**src/rtl/mux_serializer_16_pkg.sv**
```systemverilog
// Shared types, widths and select-sequencing helpers for the 16-bit serializer slice.
package mux_serializer_16_pkg;

  localparam int WORD_W = 16;
  localparam int SEL_W  = 4;

  typedef enum logic [1:0] {
    S_IDLE  = 2'd0,
    S_SHIFT = 2'd1,
    S_DONE  = 2'd2
  } state_e;

  function automatic logic [SEL_W-1:0] first_sel(input logic msb_first);
    first_sel = msb_first ? 4'd15 : 4'd0;
  endfunction

  function automatic logic [SEL_W-1:0] last_sel(input logic msb_first);
    last_sel = msb_first ? 4'd0 : 4'd15;
  endfunction

  function automatic logic [SEL_W-1:0] step_sel(input logic [SEL_W-1:0] cur,
                                                input logic msb_first);
    step_sel = msb_first ? (cur - 4'd1) : (cur + 4'd1);
  endfunction

endpackage

```
**src/rtl/mux_serializer_16_mux.sv**
```systemverilog
// Plain 16:1 bit mux; only the selected bit of d reaches y.
module Sixteen_to_One_Mux
  import mux_serializer_16_pkg::*;
(
  input  logic [WORD_W-1:0] d,
  input  logic [SEL_W-1:0]  s,
  output logic              y
);

  // select one bit of the word
  always_comb begin
    y = d[s];
  end

endmodule

```
**src/rtl/mux_serializer_16.sv**
```systemverilog
// Parallel-to-serial front end: captures a word, sweeps the mux select one bit per
// accepted serial beat, then pulses done for a single cycle.
module mux_serializer_16
  import mux_serializer_16_pkg::*;
#(
  parameter logic MSB_FIRST = 1'b0
)(
  input  logic              clk,
  input  logic              rst,
  input  logic              load_valid,
  output logic              load_ready,
  input  logic [WORD_W-1:0] load_data,
  output logic [SEL_W-1:0]  sel,
  output logic              ser_out,
  output logic              ser_valid,
  input  logic              ser_ready,
  output logic              done
);

  localparam logic [SEL_W-1:0] FIRST_SEL = first_sel(MSB_FIRST);
  localparam logic [SEL_W-1:0] LAST_SEL  = last_sel(MSB_FIRST);

  state_e              r_state;
  state_e              w_state_nxt;
  logic [WORD_W-1:0]   r_data;
  logic [WORD_W-1:0]   w_data_nxt;
  logic [SEL_W-1:0]    r_sel;
  logic [SEL_W-1:0]    w_sel_nxt;
  logic                w_mux_y;
  logic                w_shift;
  logic                w_beat;

  // decode status purely from registered state so no input reaches ser_out
  always_comb begin
    w_shift = (r_state == S_SHIFT);
    w_beat  = w_shift && ser_ready;
  end

  // next-state, select counter and data register update
  always_comb begin
    w_state_nxt = r_state;
    w_sel_nxt   = r_sel;
    w_data_nxt  = r_data;
    case (r_state)
      S_IDLE: begin
        if (load_valid) begin
          w_data_nxt  = load_data;
          w_sel_nxt   = FIRST_SEL;
          w_state_nxt = S_SHIFT;
        end else begin
          w_state_nxt = S_IDLE;
        end
      end
      S_SHIFT: begin
        if (w_beat) begin
          // compare against LAST before stepping, so the counter never wraps
          if (r_sel == LAST_SEL) begin
            w_state_nxt = S_DONE;
          end else begin
            w_sel_nxt = step_sel(r_sel, MSB_FIRST);
          end
        end else begin
          w_state_nxt = S_SHIFT;
        end
      end
      S_DONE: begin
        w_sel_nxt   = FIRST_SEL;
        w_state_nxt = S_IDLE;
      end
      default: begin
        w_sel_nxt   = FIRST_SEL;
        w_state_nxt = S_IDLE;
      end
    endcase
  end

  // state, select and data registers with asynchronous reset
  always_ff @(posedge clk or posedge rst) begin
    if (rst) begin
      r_state <= S_IDLE;
      r_sel   <= FIRST_SEL;
      r_data  <= 16'h0000;
    end else begin
      r_state <= w_state_nxt;
      r_sel   <= w_sel_nxt;
      r_data  <= w_data_nxt;
    end
  end

  Sixteen_to_One_Mux u_mux (
    .d (r_data),
    .s (r_sel),
    .y (w_mux_y)
  );

  // output decode, all derived from registers
  always_comb begin
    load_ready = (r_state == S_IDLE);
    ser_valid  = w_shift;
    ser_out    = w_mux_y & w_shift;
    done       = (r_state == S_DONE);
    sel        = r_sel;
  end

endmodule

```
**config.mk**
```make
export PLATFORM = sky130hd
export DESIGN_NAME = mux_serializer_16
export DESIGN_NICKNAME = d
export VERILOG_FILES = /design/src/rtl/mux_serializer_16_pkg.sv /design/src/rtl/mux_serializer_16_mux.sv /design/src/rtl/mux_serializer_16.sv
export SDC_FILE = /design/constraint.sdc
export NUM_CORES = 1
export LEC_CHECK = 0
export CAP_MARGIN = 20
export CORE_MARGIN = 2
export CORE_UTILIZATION = 39
export DETAILED_ROUTE_END_ITERATION = 7
export PLACE_DENSITY = 0.71
export SYNTH_ARGS = -nofsm -noshare
export SYNTH_HDL_FRONTEND = slang
export SYNTH_SLANG_ARGS = --single-unit
```
**constraint.sdc**
```tcl
create_clock -name clk -period 5.1 [get_ports clk]
set_input_delay 1.275 -clock clk [delete_from_list [all_inputs] [get_ports clk]]
set_output_delay 1.275 -clock clk [all_outputs]
set_load 0.02 [all_outputs]
```
**Word level (Yosys, flattened, before mapping)**

Index checks and enable logic that the tools add are counted.

- Add/subtract/negate cells: 1
- $lt $le $gt $ge: 1
- Eq/ne operators: 7
- Multiplexer cells: 10
- Bitwise logic cells: 1
- Reductions and logical operators: 4

Operator list:

| operator | number |
|---|---|
| 4-bit 2-to-1 mux | 3 |
| 4-bit case mux with 2 select lines | 1 |
| 4-bit by 5-bit < comparator with 1-bit output, second input constant | 1 |
| 4-bit by 1-bit adder with 4-bit output, second input constant | 1 |
| 1-bit binary-select mux with 4-bit select | 1 |
| 4-bit == test, second input constant | 1 |
| 2-bit 2-to-1 mux | 2 |
| 2-bit != test, second input constant | 2 |
| 2-bit case mux with 2 select lines | 1 |
| 3-bit by 2-bit != test with 1-bit output, second input constant | 1 |
| 3-bit AND reduction | 1 |
| 2-bit by 1-bit == test with 1-bit output, second input constant | 1 |
| 2-bit == test, second input constant | 1 |
| 2-bit zero test | 1 |
| 1-bit 2-to-1 mux | 2 |
| 2-bit by 1-bit != test with 1-bit output, second input constant | 1 |
| 2-bit AND reduction | 1 |
| 1-bit bitwise AND | 1 |
| 1-bit logical AND | 1 |

- Register bits after elaboration: 22
- Bits of input ports: 20
- Output and inout port bits: 8
- Logic and storage cells: 27

**Longest topological paths before layout**

- Word-level depth: 4
- Depth in mapped cells: 5
- Depth with buffers taken out: 5

**Cells and area by module**

From an unflattened synthesis, not the netlist that was laid out.

- Cell total of the unflattened synthesis: 77
- Area, all modules: 1,137.3 um^2

Modules (own cells, without submodules):

| module | times used | cells each | area each (um^2) | seq. area each (um^2) |
|---|---|---|---|---|
| mux_serializer_16 | 1 | 70 | 1,002.2 | 550.5 |
| Sixteen_to_One_Mux | 1 | 7 | 135.1 | 0.0 |

**Worst setup path after synthesis**

Ideal clock, no wire load.

- Kind: register -> output
- Start point: register r_sel[0], in the netlist sel[0]
- End point: output port ser_out
- Arrival time: 1.567 ns
- Data required time: 3.825 ns
- Setup slack: 2.258 ns
- Stages on the path, launching flop included: 6
- Buffers on the path: 1
- Path through: dfrtp_1 -> buf_6 -> mux4_2 -> a2bb2oi_1 -> a32oi_1 -> nor2_1

- Cells in the longest elaborated chain, start to end: 3

Ends and longest elaborated chain:

| what | line | source |
|---|---|---|
| start, declared | mux_serializer_16.sv:27 | `logic [SEL_W-1:0] r_sel;` |
| start signal, assigned | mux_serializer_16.sv:85 | `r_sel <= w_sel_nxt;` |
| 1-bit binary-select mux with 4-bit select | mux_serializer_16_mux.sv:12 | `y = d[s];` |
| 1-bit 2-to-1 mux (not written as such) | mux_serializer_16_mux.sv:12 |  |
| 1-bit bitwise AND | mux_serializer_16.sv:100 | `ser_out = w_mux_y & w_shift;` |
| end, declared | mux_serializer_16.sv:14 | `output logic ser_out,` |

No other way between the ends. The select of a mux whose other input is x is not followed.

**Worst setup path after layout**

Ends and elaborated chain as after synthesis.

==> flow_summary.yaml <==
run_status:
  status: "completed"
flow_run:
  maxCapViolCount: 0
logic_synthesis:
  syn-num-nets: 109
  synth_area_um2: 1102
  yosys-top-cells-area: "dfrtp_1 (50%), mux2_2 (12%), mux2_1 (4.1%)"
  synth_edf_count: 0
  yosys_warnings: 0
  yosys.area.top_type: "dfrtp_1"
  synthTopCellsByCount: "dfrtp_1 (22), mux2_2 (12), a21oi_1 (6)"
  avgSynthCellArea_um2: 12.53
  yosysMostFrequentCell: "dfrtp_1"
  synthCells: 88
  seq_area_frac_synth: 0.4994
  synthArstFlopShare: 1.000
  synth_top_cell_area_share: 0.4994
  synth_top_flop_cell: "dfrtp_1"
  ys_seq_elements: 22
  synth.distinct_cells: 30
worst_setup_path:
  cp.required_ns: 3.83
  path_cells: "mux4_2 -> a2bb2oi_1 -> a32oi_1 -> nor2_1 -> clkdlybuf4s50_1"
  critical-path-max-stage-delay_ns: 0.68
  reg2regPathDepth: 5
  crit_path_start: "sel[0]"
  start_kind: "flip-flop"
  path_delay_family: "flip-flops"
  cpMaxStageDelayCell: "dfrtp_1"
  timing.rr.end: "sel[3]"
  cp_num_buf_inv: 1
  cp_max_fo: 11
  rrSetupSlack_ns: 3.23
  r2r-start: "sel[0]"
  path_depth: 5
  cp-end-kind: "output port"
  arrival_ns: 2.50
  worstSetupPathType: "reg2out"
  endpoint: "ser_out"
timing:
  worstMarginPinSlew_ns: 0.8126
  max_slew_margin: 0.4576
  setup_viol: 0
  tns_ns: 0
  fin_skew_ns: 0.006096
  final.period_utilization: 0.7398
  rsz0062_at_grt: "no"
  finalHoldViolCount: 0
  max_freq_ghz: 0.2650
  slew_viol_final: 0
  fin_crit_ns: 3.773
global_route:
  grt.total_usage: 0.1263
  grt_pass1_wl_mm: 3.291
  grt_overflow: 0
  antenna_found_initial: 0
  grt_pass1_vias: 759
  grt_max_degree: 23
cts:
  cts_resized: 0
  numCtsBuffers: 3
  cts_tree: "done"
  clk_root_buffer_cell: "clkbuf_4"
  htreeDepth: 1
  cts_sinks: 22
  clock_latency_ns: 0.30
  ctsHoldBuffers: 0
  post_cts_buffers: 0
  path_clk_slew_ns: 0.12
  clk_path_buf_depth: 2
die:
  core-area_um2: 2710
  die_x_um: 57.17
  die-height_um: 57.17
  start_util: 0.4067
  rows: 19
  boundaryPins: 28
  dieArea_um2: 3268
layout:
  finish.utilization: 0.5175
  nNetsFinal: 136
  area_growth_pct: 27.24
  drive_above_1_share: 0.1842
  antenna_cells: 0
power:
  swShare: 0.3525
  combPwrFrac: 0.439
  powerDensity_nw_per_um2: 566.2
  peakVddDrop_mv: 0.2752
  pwr-share-seq: 0.442
  cellLeakagePower_nw: 0.5824
  switching_power_uw: 280.0
  clkPwrFrac: 0.118
  intPower_uw: 514.2
place:
  io_buffers: 27
  routabilityCongestion: 0.7504
  dp_hpwl_mm: 1.498
drt:
  routed_wl_mm: 1.918
  avgViaCountPerCell: 5.345
  ant_nets: 0
  drc: 0
  dr.pass1.iters: 4
  wl_per_cell_um: 13.23
  drt-initial-drc-count: 13
  vias: 775
hold_path:
  hold_class: "reg2reg"
  min_path_cells: 1
[worst register-to-register path, delay by kind of cell, from the launching register on]
family	cells	cell delay [ns]
fa+ha+maj	1	0.34
simple gates	3	0.58
flops	1	0.58
compound gates	1	0.27
[area by class of cell]
type	instances	area, um^2
Clock buffer	4	36.28
Fill cell	257	1308
Inverter	4	15.01
Multi-Input combinational cell	57	491.7
Sequential cell	22	550.5
Tap cell	31	38.79
Timing Repair Buffer	27	270.3
[power by group through the flow]
stage                     registers [mW]  clock network (mW)  logic, mW
after floorplan                    0.324                   0      0.276
after global placement             0.350                   0      0.348
after detailed placement           0.356                   0      0.354
after CTS                          0.352              0.0975      0.355
after global routing               0.367               0.104      0.382
final                              0.351              0.0940      0.349
[metrics by stage]
stage | total power [mW] | setup slack [ns] | hold WS, ns | area [um^2] | cells
detailed placement | 0.7105 | 1.666 | 0.4821 | 1366 | 141
floorplan | 0.6005 | 2.258 | 0.4574 | 1102 | 88
global route | 0.8527 | 1.197 | 0.5235 | 1403 | 145
CTS | 0.8046 | 1.306 | 0.5092 | 1403 | 145
global placement | 0.6984 | 1.700 | 0.4830 | 1366 | 141
finish | 0.7941 | 1.327 | 0.5042 | 1403 | 145
[how the worst min path moves through the flow]
stage | startpoint | to | slack, ns
6_report | r_data[5] | r_data[5] | 0.50
5_1_grt | r_data[5] | r_data[5] | 0.52
4_1_cts | r_data[1] | r_data[1] | 0.51
3_5_place_dp | r_data[1] | r_data[1] | 0.48
3_3_place_gp | r_data[5] | r_data[5] | 0.48
2_1_floorplan | r_data[0] | r_data[0] | 0.46
[per-layer routing]
| metal | track usage | share of wire | vias up |
|---|---|---|---|
| met4 | 0.03987 | 0.0089 | 0 |
| met5 | 0 | 0 | - |
| met3 | 0.02494 | 0.052 | 2 |
| met2 | 0.2282 | 0.51 | 23 |
| li1 | - | - | 373 |
| met1 | 0.1507 | 0.43 | 377 |
[sequential cells by signal, summed over array words and instances (netlist names)]
name	count
r_data	16
r_state	2
sel	4
[logic make-up (layout without fill, tap and decap cells)]
kind of cell / count (synthesis) / in the layout / synth area share
multiplexers: 22 / 22 / 0.2406
flip-flops: 22 / 22 / 0.4994
AND/OR/NAND/NOR: 19 / 19 / 0.1010
AO/OA/AOI/OAI: 14 / 14 / 0.08514
buffers and inverters: 9 / 35 / 0.05448
adder cells (fa/ha/maj): 1 / 1 / 0.01135
XOR/XNOR: 1 / 1 / 0.007947
[layout by cell type (no fill, tap or decap), types with 2 or more instances in the layout]
cell type	count
a2bb2oi_1	2
nor2_1	4
mux4_2	2
nand2_1	3
nand3_1	4
a21oi_1	6
clkbuf_4	3
mux2_2	12
clkdlybuf4s50_1	27
inv_1	3
mux2_1	4
mux2i_1	4
dfrtp_1	22
a311oi_1	2
No activity file was read; power rests on OpenSTA's default activity.
